<file path="src/rtl/divisor_secuencial.sv">
// -----------------------------------------------------------------------------
// divisor_secuencial
//
// Sequential unsigned divider feeding the ALU result selector (Q -> DIV,
// M -> MOD). Restoring shift-subtract engine that retires one quotient bit
// per clock. Operands are captured on the accepting edge only. Results are
// held in output registers until the next completion.
//
// Ports:
//   clk      - system clock, all state changes on the rising edge
//   rst      - synchronous, active-low reset
//   start    - division request, honoured only while idle
//   A, B     - dividend / divisor (unsigned), sampled on the accepting edge
//   Q, M     - quotient / remainder registers
//   busy     - high whenever the engine is not idle
//   done     - one-cycle pulse, Q/M/div_zero are valid
//   div_zero - last completed operation had B = 0
// -----------------------------------------------------------------------------
module divisor_secuencial #(
    parameter int NUM_BITS = 4
) (
    input  logic                clk,
    input  logic                rst,
    input  logic                start,
    input  logic [NUM_BITS-1:0] A,
    input  logic [NUM_BITS-1:0] B,
    output logic [NUM_BITS-1:0] Q,
    output logic [NUM_BITS-1:0] M,
    output logic                busy,
    output logic                done,
    output logic                div_zero
);

    localparam int CW = $clog2(NUM_BITS + 1);

    typedef enum logic [1:0] {
        IDLE = 2'd0,
        CALC = 2'd1,
        DONE = 2'd2
    } state_t;

    state_t              state;
    logic [NUM_BITS-1:0] d;      // latched divisor
    logic [NUM_BITS-1:0] qs;     // dividend in, quotient out (shifts left)
    logic [CW-1:0]       cnt;    // restoring steps still to perform

    // Partial remainder. After every restoring step it is strictly below the
    // divisor, so its extra top bit is always zero; only the low NUM_BITS
    // bits are stored, and the shifted-in value T carries the full width.
    logic [NUM_BITS-1:0] p;

    logic [NUM_BITS:0]   t;
    logic                ge;
    logic [NUM_BITS-1:0] diff;
    logic [NUM_BITS-1:0] p_next;
    logic [NUM_BITS-1:0] qs_next;

    // One restoring step: shift the next dividend bit into the remainder,
    // subtract the divisor if it fits, and shift the outcome into QS.
    always_comb begin
        t       = {p, qs[NUM_BITS-1]};
        ge      = (t >= {1'b0, d});
        // Only the low bits of T - D matter: when ge is set the true
        // difference is below D and therefore fits in NUM_BITS bits.
        diff    = t[NUM_BITS-1:0] - d;
        p_next  = ge ? diff : t[NUM_BITS-1:0];
        qs_next = {qs[NUM_BITS-2:0], ge};
    end

    always_ff @(posedge clk) begin
        if (!rst) begin
            state    <= IDLE;
            d        <= '0;
            qs       <= '0;
            p        <= '0;
            cnt      <= '0;
            Q        <= '0;
            M        <= '0;
            div_zero <= 1'b0;
        end else begin
            unique case (state)
                IDLE: begin
                    if (start) begin
                        d   <= B;
                        qs  <= A;
                        p   <= '0;
                        cnt <= CW'(NUM_BITS);
                        if (B == '0) begin
                            // Division by zero completes immediately with a
                            // saturated quotient and the dividend as remainder.
                            Q        <= '1;
                            M        <= A;
                            div_zero <= 1'b1;
                            state    <= DONE;
                        end else begin
                            state <= CALC;
                        end
                    end
                end

                CALC: begin
                    qs  <= qs_next;
                    p   <= p_next;
                    cnt <= cnt - CW'(1);
                    if (cnt == CW'(1)) begin
                        // Last step: publish the result in the same edge.
                        Q        <= qs_next;
                        M        <= p_next;
                        div_zero <= 1'b0;
                        state    <= DONE;
                    end
                end

                DONE: begin
                    state <= IDLE;
                end

                default: begin
                    state <= IDLE;
                end
            endcase
        end
    end

    // Pure decodes of the state register: no path from start/A/B.
    assign busy = (state != IDLE);
    assign done = (state == DONE);

endmodule

</file>
<file path="config.mk">
export PLATFORM = sky130hd
export DESIGN_NAME = divisor_secuencial
export DESIGN_NICKNAME = d
export VERILOG_FILES = /design/src/rtl/divisor_secuencial.sv
export SDC_FILE = /design/constraint.sdc
export NUM_CORES = 1
export LEC_CHECK = 0
export ABC_AREA = 0
export BUFFER_PORTS_ARGS = -buffer_cell sky130_fd_sc_hd__buf_2
export CAP_MARGIN = 20
export CORE_ASPECT_RATIO = 1.5
export CORE_MARGIN = 2
export CORE_UTILIZATION = 49
export DETAILED_ROUTE_END_ITERATION = 8
export GPL_TIMING_DRIVEN = 1
export PLACE_DENSITY = 0.76
export SLEW_MARGIN = 20
export SYNTH_ARGS = -nofsm -noshare
export SYNTH_HDL_FRONTEND = slang
export SYNTH_SLANG_ARGS = --single-unit
</file>
<file path="constraint.sdc">
create_clock -name clk -period 1.9 [get_ports clk]
set_input_delay 0.095 -clock clk [delete_from_list [all_inputs] [get_ports clk]]
set_output_delay 0.095 -clock clk [all_outputs]
set_load 0.005 [all_outputs]
</file>
# After elaboration in Yosys (flattened, before gate mapping)
# Index checks and enable logic that the tools add are counted.
[classes] n_eq_ne=6 order_cmp=1 n_reduce_logical=8 add_sub_neg=2 muxes=23
[op_table] op="2-to-1 mux 4 bit" count=9
[op_table] op="one-hot mux 4 bit (2 select lines)" count=4
[op_table] op="2-to-1 mux 2 bit" count=3
[op_table] op="inequality test 2 bit, second input constant" count=3
[op_table] op="one-hot mux 3 bit (2 select lines)" count=1
[op_table] op="AND reduction 2 bit" count=3
[op_table] op="greater-or-equal comparator 5 x 4 -> 1 bit" count=1
[op_table] op="logical NOT 4 bit" count=1
[op_table] op="one-hot mux 2 bit (2 select lines)" count=1
[op_table] op="AND reduction 4 bit" count=1
[op_table] op="nonzero test 2 bit" count=2
[op_table] op="subtractor 4 bit" count=1
[op_table] op="equality test 3 x 1 -> 1 bit, second input constant" count=1
[op_table] op="2-to-1 mux 1 bit" count=3
[op_table] op="2-to-1 mux 3 bit" count=1
[op_table] op="subtractor 3 x 1 -> 3 bit, second input constant" count=1
[op_table] op="equality test 2 x 1 -> 1 bit, second input constant" count=1
[op_table] op="equality test 2 bit, second input constant" count=1
[op_table] op="logical NOT 2 bit" count=1
[op_table] op="one-hot mux 1 bit (2 select lines)" count=1
[totals] reg_bits=26 inputBits=11 out_inout_bits=11

# Depth between registers and ports, before layout
[logic_depth] depth_word=4 ltp_mapped=8

# Worst setup path after synthesis
# No wires, ideal clock.
[synth_path] path_kind="register to register" start="register d[1]" end="register M[2]" setup_time_ns=0.074 synth_period_minus_slack_ns=1.818 path_stages_with_launch=8 path_slack_ns=0.082 t_arrival_ns=1.743 n_path_buf=0 cell_sequence="dfxtp_1 inv_1 ha_1 nor2b_1 o31a_1 nor2_1 mux2_2 a31oi_1"
[synth_via] elab_chain_cells=4
[synth_rtl] element="start: declaration" line="43" rtl="logic [NUM_BITS-1:0] d;"
[synth_rtl] element="start signal: assignment" line="73" rtl="d <= '0;"
[synth_rtl] element="start signal: assignment" line="84" rtl="d <= B;"
[synth_rtl] element="subtractor 4 bit / greater-or-equal comparator 5 x 4 -> 1 bit (equally long branches)" line="65, 62"
[synth_rtl] element="2-to-1 mux 4 bit *" line="66" rtl="p_next = ge ? diff : t[NUM_BITS-1:0];"
[synth_rtl] element="2-to-1 mux 4 bit *" line="105" rtl="if (cnt == CW'(1)) begin"
[synth_rtl] element="one-hot mux 4 bit (2 select lines) *" line="81" rtl="unique case (state)"
[synth_rtl] element="end signal: assignment" line="108" rtl="M <= p_next;"
[synth_rtl] element="end: declaration" line="28" rtl="output logic [NUM_BITS-1:0] M,"
# Every way passes the cells marked *; elsewhere a longest branch is shown, timed or not. The select of a mux whose other input is x is not followed.
# A chain may end at the register's enable or synchronous reset.

# Worst setup path in the final report
[layout_path] start="register p[0]" end="register p[2]"
[layout_via] elab_chain_cells=3
[layout_rtl] element="start: declaration" line="50" rtl="logic [NUM_BITS-1:0] p;"
[layout_rtl] element="start signal: assignment" line="103" rtl="p <= p_next;"
[layout_rtl] element="subtractor 4 bit / greater-or-equal comparator 5 x 4 -> 1 bit (equally long branches)" line="65, 62"
[layout_rtl] element="2-to-1 mux 4 bit *" line="66"
[layout_rtl] element="one-hot mux 4 bit (2 select lines) *" line="81"
# Every way passes the cells marked *; elsewhere a longest branch is shown, timed or not.

==> impl_metrics.toml <==
[cts]
cts_tree = "built"
cts.sinks = 26
cts_hold_buffers = 0
htreeDepth = 1
clock_path_buffers = 2
root_buffer = "clkbuf_8"
clk_latency_ns = 0.27
path_clk_slew_ns = 0.09
numCtsBuffers = 3

[drt]
drtIter0Drc = 32
vias = 1105
avgRoutedWirePerCell_um = 13.4
drc = 0
ant_nets = 0
wirelength_mm = 2.82
first_pass_iters = 4
viasPerCell = 5.26

[sta]
tns_ns = 0
fin_crit_sh_pct = 96.5
worst_pin_slew_ns = 0.607
final_max_slew_viol_count = 0
clock_skew_ns = 0.00338
fin_ws_ns = 0.0671
hold_viol = 0
timing.slew.headroom_pct = 59.3
fmax_ghz = 0.546
min_period_ns = 1.83
setup_viol = 0

[worst_setup_path]
arrival_ns = 2.04
path_class = "register to register"
endpoint_kind = "register"
crit_fanout = 6
reg2reg_slack_ns = 0.07
crit_required_ns = 2.11
worstSetupStartpointType = "register"

[finish]
diodes = 0
seq_area_sq_um = 524
final_nets = 192
multi_input_area_sq_um = 785
n_fill_cell = 237
syn2layout_area_growth_pct = 20.4
final_area_sq_mm = 0.00158
drive_above_1_share_pct = 27.2
post-route-util_pct = 60.3

[global_routing]
grt_pass1_wl_mm = 4.62
grt_max_degree = 28
first_global_vias = 1105
grt_overflow = 0
antenna_found_initial = 0
grt_usage_pct = 20.1

[power]
ir_drop_mv = 0.584
clockPowerShare_pct = 26.5
power_switching_uw = 395
p_int_uw = 943
leakage_nw = 0.715
power_frac_comb_pct = 26.7
switching_share_pct = 29.5
pwr-share-seq_pct = 46.8
power_density_mw_per_mm2 = 847

[die]
io-pin-count = 22
die-area_sq_mm = 0.00311
rows = 23
core_sq_mm = 0.00262
die_h_um = 67.4
die_w_um = 46.2
initial_core_util_pct = 50.1

[synthesis]
yosysUniqueCellTypes = 40
synth_seq_cells = 26
synthFlopType = "dfxtp_1"
ys_seq_area_share_pct = 39.7
syn_inst = 150
synth.avg_cell_area_sq_um = 8.74
ys_async_sr_fraction_pct = 0
synth_nets = 168
synth_edf_count = 0
ys_warn_count = 0
synth_area_sq_mm = 0.00131

[placed_design]
place.port_buffers = 21
dpl_worst_slack_ns = -0.00994
gp_congestion = 0.873
hpwl_mm = 2.05
place_area_sq_mm = 0.00146

[outcome]
run_status = "complete, no violations"

[flow_run]
drv_cap = 0

[worst_hold_path]
hp-class = "input pin to register"
-- cell families (layout without fill, tap and decap cells) --
family,after synthesis,in the layout,synth area share (%)
adder cells (fa/ha/maj),7,7,7.25
XOR/XNOR,2,2,1.34
flip-flops,26,26,39.7
multiplexers,3,3,2.48
buffers and inverters,15,38,4.77
AND/OR/NAND/NOR,56,56,22.5
AO/OA/AOI/OAI,41,41,21.9
-- final timing paths --
check                 from       end  cells after the start
hold / removal        A[0]      M[0]                      3
setup reg to reg      p[0]      p[2]                      6
hold reg to reg   div_zero  div_zero                      2
setup / recovery      p[0]      p[2]                      6
-- area by class of cell --
cell class | count | share of cell area, %
clock buffer | 4 | 3.49
inverter | 9 | 2.14
multi-input combinational | 109 | 49.7
sequential | 26 | 33.2
tap | 37 | 2.93
timing repair buffer | 25 | 8.56
-- power groups by stage --
stage / combinational, mW / clock, mW / sequential, mW
6_report: 0.357 / 0.355 / 0.626
2_1_floorplan: 0.231 / 0 / 0.622
3_3_place_gp: 0.307 / 0 / 0.631
5_1_grt: 0.402 / 0.385 / 0.632
3_5_place_dp: 0.314 / 0 / 0.634
4_1_cts: 0.321 / 0.368 / 0.622
-- sequential cells by signal, summed over array words and instances (netlist names) --
signal    cells
M             4
Q             4
cnt           3
d             4
div_zero      1
p             4
qs            4
state         2
-- critical path: stages (launching register included) --
cell      delay, ns
dfxtp_2        0.40
ha_4           0.22
nor2b_2        0.15
o31a_1         0.36
nor2_2         0.18
mux2_4         0.32
a21boi_1       0.13
-- layout by cell type (no fill, tap or decap), drive strengths merged, types with 4 or more instances in the layout --
cell / n
nand2: 19
ha: 6
buf: 25
o211a: 6
nor2b: 8
o21ai: 10
dfxtp: 26
a21boi: 6
a21oi: 8
nor2: 12
nand3: 4
clkbuf: 4
inv: 9
-- repair_timing --
action,4_1_cts,5_1_grt
resized for setup,1,13
setup buffers,0,1
pin swaps,0,5
endpoints found under the setup margin,2,7
-- routing by layer --
layer	wire, um	global-route usage [%]	vias to the layer above	part of all wire (%)
met2	1510	34.2	21	54
met1	1160	23.8	509	41
met3	62	2.41	8	2.2
li1	-	-	567	-
met5	0	0	-	0
met4	83	10.4	0	2.9
-- synthesized netlist by cell type, drive strengths merged, types with 2 or more instances --
| master | count | area share, % |
|---|---|---|
| a21boi | 6 | 3.4 |
| a21oi | 8 | 3.9 |
| a31oi | 3 | 1.4 |
| and2 | 3 | 1.4 |
| buf | 3 | 1.3 |
| clkbuf | 3 | 0.86 |
| dfxtp | 26 | 40 |
| ha | 6 | 5.7 |
| inv | 9 | 2.6 |
| mux2 | 2 | 1.7 |
| nand2 | 19 | 5.4 |
| nand3 | 4 | 1.5 |
| nor2 | 12 | 3.4 |
| nor2b | 8 | 3.8 |
| o211a | 6 | 4.6 |
| o21ai | 10 | 3.8 |
| o22ai | 2 | 0.95 |
| or3 | 2 | 0.95 |
-- stage by stage --
step,hold WS (ns),total power [mW],instances
2_1_floorplan,0.250,0.853,150
3_3_place_gp,0.377,0.938,205
3_5_place_dp,0.376,0.949,205
4_1_cts,0.0854,1.31,209
5_1_grt,0.0927,1.42,210
6_report,0.0918,1.34,210
No activity file was read; power rests on OpenSTA's default activity.
